## src/rtl/mux4to1_rr_stream.sv

```systemverilog
// Four-channel valid/ready stream merger with round-robin arbitration.
// Output beats are registered and tagged with the source channel index.
module mux4to1_rr_stream #(
  parameter int unsigned DATA_W = 4
) (
  input  logic              clk,
  input  logic              rst_n,
  input  logic [3:0]        in_valid,
  input  logic [DATA_W-1:0] in_data0,
  input  logic [DATA_W-1:0] in_data1,
  input  logic [DATA_W-1:0] in_data2,
  input  logic [DATA_W-1:0] in_data3,
  output logic [3:0]        in_ready,
  output logic              out_valid,
  output logic [DATA_W-1:0] out_data,
  output logic [1:0]        out_sel,
  input  logic              out_ready
);

  logic              out_valid_q, out_valid_d;
  logic [DATA_W-1:0] out_data_q, out_data_d;
  logic [1:0]        out_sel_q, out_sel_d;
  logic [1:0]        ptr_q, ptr_d;

  logic              load;
  logic              accept;
  logic              grant_vld;
  logic [1:0]        grant;
  logic [1:0]        idx;
  logic [DATA_W-1:0] grant_data;

  assign load   = !out_valid_q || out_ready;
  assign accept = load && grant_vld;

  // Scan from the highest offset down so the lowest offset from ptr wins.
  always_comb begin
    grant     = ptr_q;
    grant_vld = 1'b0;
    idx       = '0;
    for (int k = 3; k >= 0; k--) begin
      idx = ptr_q + 2'(k);
      if (in_valid[idx]) begin
        grant     = idx;
        grant_vld = 1'b1;
      end
    end
  end

  always_comb begin
    unique case (grant)
      2'd0:    grant_data = in_data0;
      2'd1:    grant_data = in_data1;
      2'd2:    grant_data = in_data2;
      default: grant_data = in_data3;
    endcase
  end

  // Gated by rst_n so no source sees a handshake while the block is held in reset.
  always_comb begin
    in_ready = '0;
    if (accept && rst_n) begin
      in_ready[grant] = 1'b1;
    end
  end

  always_comb begin
    out_valid_d = out_valid_q;
    out_data_d  = out_data_q;
    out_sel_d   = out_sel_q;
    ptr_d       = ptr_q;
    if (accept) begin
      out_valid_d = 1'b1;
      out_data_d  = grant_data;
      out_sel_d   = grant;
      ptr_d       = grant + 2'd1;
    end else if (out_ready) begin
      out_valid_d = 1'b0;
    end
  end

  always_ff @(posedge clk or negedge rst_n) begin
    if (!rst_n) begin
      out_valid_q <= 1'b0;
      out_data_q  <= '0;
      out_sel_q   <= '0;
      ptr_q       <= '0;
    end else begin
      out_valid_q <= out_valid_d;
      out_data_q  <= out_data_d;
      out_sel_q   <= out_sel_d;
      ptr_q       <= ptr_d;
    end
  end

  assign out_valid = out_valid_q;
  assign out_data  = out_data_q;
  assign out_sel   = out_sel_q;

endmodule

```

## config.mk

```make
export PLATFORM = sky130hd
export DESIGN_NAME = mux4to1_rr_stream
export DESIGN_NICKNAME = d
export VERILOG_FILES = /design/src/rtl/mux4to1_rr_stream.sv
export SDC_FILE = /design/constraint.sdc
export NUM_CORES = 1
export LEC_CHECK = 0
export ABC_AREA = 1
export CAP_MARGIN = 20
export CORE_MARGIN = 2
export CORE_UTILIZATION = 39
export DETAILED_ROUTE_END_ITERATION = 6
export GPL_ROUTABILITY_DRIVEN = 0
export PLACE_DENSITY_LB_ADDON = 0.05
export RECOVER_POWER = 25
export SYNTH_ARGS = -nofsm -noshare
export SYNTH_HDL_FRONTEND = slang
export SYNTH_SLANG_ARGS = --single-unit
export TNS_END_PERCENT = 30
```

## constraint.sdc

```tcl
create_clock -name clk -period 4.5 [get_ports clk]
set_clock_uncertainty 0.15 [all_clocks]
set_input_delay 0.9 -clock clk [delete_from_list [all_inputs] [get_ports clk]]
set_output_delay 0.9 -clock clk [all_outputs]
set_load 0.01 [all_outputs]
```

==> flow_summary.yaml <==
cells_and_area:
  final_core_util_pct: 59.6
  antenna_cells: 0
  nFillCells: 208
  nNetsFinal: 192
  final_cells: 190
  drive_gt1_share_pct: 9.82
  multi_input_area_um2: 480
  register_area_um2: 225
  syn2layout_area_growth_pct: 45.2
critical_path:
  cp-end-kind: "output port"
  startpoint: "in_valid[1]"
  crit_slowest_cell: "clkdlybuf4s50_1"
  timing.critical_path.mode_cell: "nand2_1"
  cp-start-kind: "input pin"
  cp_num_buf_inv: 4
  cp.arrival_ps: 3150
  max_stage_delay_ps: 540
  r2r_start: "ptr_q[0]"
  path_cells: "clkdlybuf4s50_1 > nand2_1 > nand2_1 > nand2_1 > nand2_1 > nand2_1 > nand2_1 > nand2_1 > nand2_1 > nand2_1 > inv_1 > ha_1 > inv_1 > nor2_1 > clkdlybuf4s50_1"
  path_class: "in -> out"
  crit_fanout: 5
  required_ps: 3450
  cp_top_family: "buffers and inverters"
floorplanning:
  die_height_um: 49.5
  dieArea_um2: 2450
  core_um2: 1960
  die_w_um: 49.5
  pin_count: 34
  initial_utilization_pct: 41.1
  row_count: 16
clock_tree:
  cts_max_level: 1
  cts_buffer_depth: 2
  clkLatencyLatePin_ps: 260
  cts_tree: "built"
  clock_sinks: 9
  clk_pin_slew_ps: 60
  root_buffer: "clkbuf_4"
  post_cts_buffers: 0
  numCtsBuffers: 3
  cts-resized-gates: 0
  cts.hold.buffers_added: 0
yosys:
  muxShareOfSynthArea_pct: 0
  synth-seq-cells: 9
  ys_types: 16
  synthArstFlopShare_pct: 100
  synth_compound_gate_area_share_pct: 11.5
  syn-num-nets: 156
  synth_xor_area_share_pct: 0
  synth_common_cells: "54 x nand2_1, 17 x inv_1, 11 x nor2_1, 9 x dfrtp_1, 9 x nand3_1"
  synth_area_um2: 806
  syn_area_per_cell_um2: 6.30
  netlist_instances: 128
  synth-adder-area-share_pct: 7.76
  seq_area_frac_synth_pct: 28.0
  synth_top_family_by_area: "simple AND/OR/NAND/NOR gates"
  synth_edf_count: 0
  synth_top_cell_by_area: "dfrtp_1"
  synth.area.top_cells: "dfrtp_1 28%, nand2_1 25%, inv_1 7.9%, ha_1 7.8%, nand3_1 5.6%"
  dominantRegCellSynth: "dfrtp_1"
  ys_warn_count: 0
  synth-simple-area-share_pct: 40.4
  synth_most_common_cell: "nand2_1"
  synth_top_area_share_pct: 28.0
grt:
  grt_max_degree: 17
  grt-ovfl-total: 0
  grt_antenna_before_repair: 0
  grt_use_total_pct: 15.9
  grt_pass1_wl_um: 3030
  grt_pass1_vias: 773
timing:
  timing.final.ws_setup_ps: 297
  setup_violations: 0
  worst_slew_pin_slew_ps: 439
  slew_viol_final: 0
  rsz0062_at_grt: "false"
  finalHoldViolCount: 0
  timing.setup.tns_ps: 0
  finalCritPeriodShare_pct: 93.4
  fmax_mhz: 238
  timing.final.crit_period_ps: 4200
  maxSlewHeadroom_pct: 70.6
run:
  drv_cap: 0
power_and_ir_drop:
  powerDensity_nw_per_um2: 820
  ir_drop_uv: 446
  power_w: 0.000959
  p_leak_nw: 0.595
hold_path:
  worstHoldStart: "out_sel[1]"
  min_path_type: "reg -> reg"
drt:
  ant_nets: 0
  wl_per_cell_um: 9.64
  drt_pass1_iterations: 4
  viasPerCell: 4.66
  drt_iter0_drc: 8
  wl_um: 1830
  vias: 886
  drc: 0
place:
  dp.cells: 186
  pre_cts_ws_ps: 283
  portBuffers: 33
  hpwl_um: 1490
status:
  outcome: "finished clean"
-- path summary, 6_finish.rpt --
check / end / slack [ps] / cells past startpoint
setup / recovery: in_ready[0] / 300 / 15
hold / removal: out_sel[1] / 330 / 2
setup reg to reg: out_data[2] / 2090 / 15
hold reg to reg: out_sel[1] / 330 / 2
max in group asynchronous: out_data[2] / 3030 / 1
min in group asynchronous: out_valid / 870 / 1
-- registers in the layout, indices dropped and copies added (netlist names) --
| name | count |
|---|---|
| out_data | 4 |
| out_sel | 2 |
| ptr_q | 2 |
| out_valid | 1 |
-- worst min-delay path, cell delays in order, from the launching register on --
cell and delay [ps]:
dfrtp_1 340, nand2_1 60, o21ai_2 50
-- routing by layer --
| layer | wire length [um] | GRT usage, % | vias to the layer above |
|---|---|---|---|
| met5 | 0 | 0 | - |
| met4 | 0 | 2.78 | 0 |
| met3 | 103 | 5.76 | 0 |
| met2 | 963 | 29.1 | 29 |
| met1 | 766 | 17.7 | 390 |
| li1 | - | - | 467 |
-- power by group --
group	internal, W	switching (W)
Sequential	0.000127	0.0000406
Combinational	0.000325	0.000407
Clock	0.0000341	0.0000266
Total	0.000485	0.000474
-- through the flow --
step / cell area [um^2] / hold WS [ps]
2_1_floorplan: 806 / 363
3_3_place_gp: 1140 / 318
3_5_place_dp: 1140 / 321
4_1_cts: 1170 / 338
5_1_grt: 1170 / 368
6_report: 1170 / 332
-- cell families (layout without fill, tap and decap cells) --
group,after synthesis,after routing
AO/OA/AOI/OAI,14,14
adder cells (fa/ha/maj),5,5
buffers and inverters,21,56
flip-flops,9,9
AND/OR/NAND/NOR,79,79
-- area by class of cell --
type | count | share of cell area [%]
multi-input combinational | 98 | 41.1
sequential | 9 | 19.3
tap | 27 | 2.89
inverter | 19 | 6.31
clock buffer | 4 | 2.25
timing repair buffer | 33 | 28.2
-- cells in the final DEF (no fill, tap or decap), types with 3 or more instances in the layout --
cell	count
o21ai_1	4
nand2_1	54
nand2_2	4
dfrtp_1	9
ha_1	5
clkbuf_4	3
nand3_1	9
nor2_1	11
inv_1	17
clkdlybuf4s50_1	32
a31o_2	4
a21oi_1	4
No activity file was read; power rests on OpenSTA's default activity.
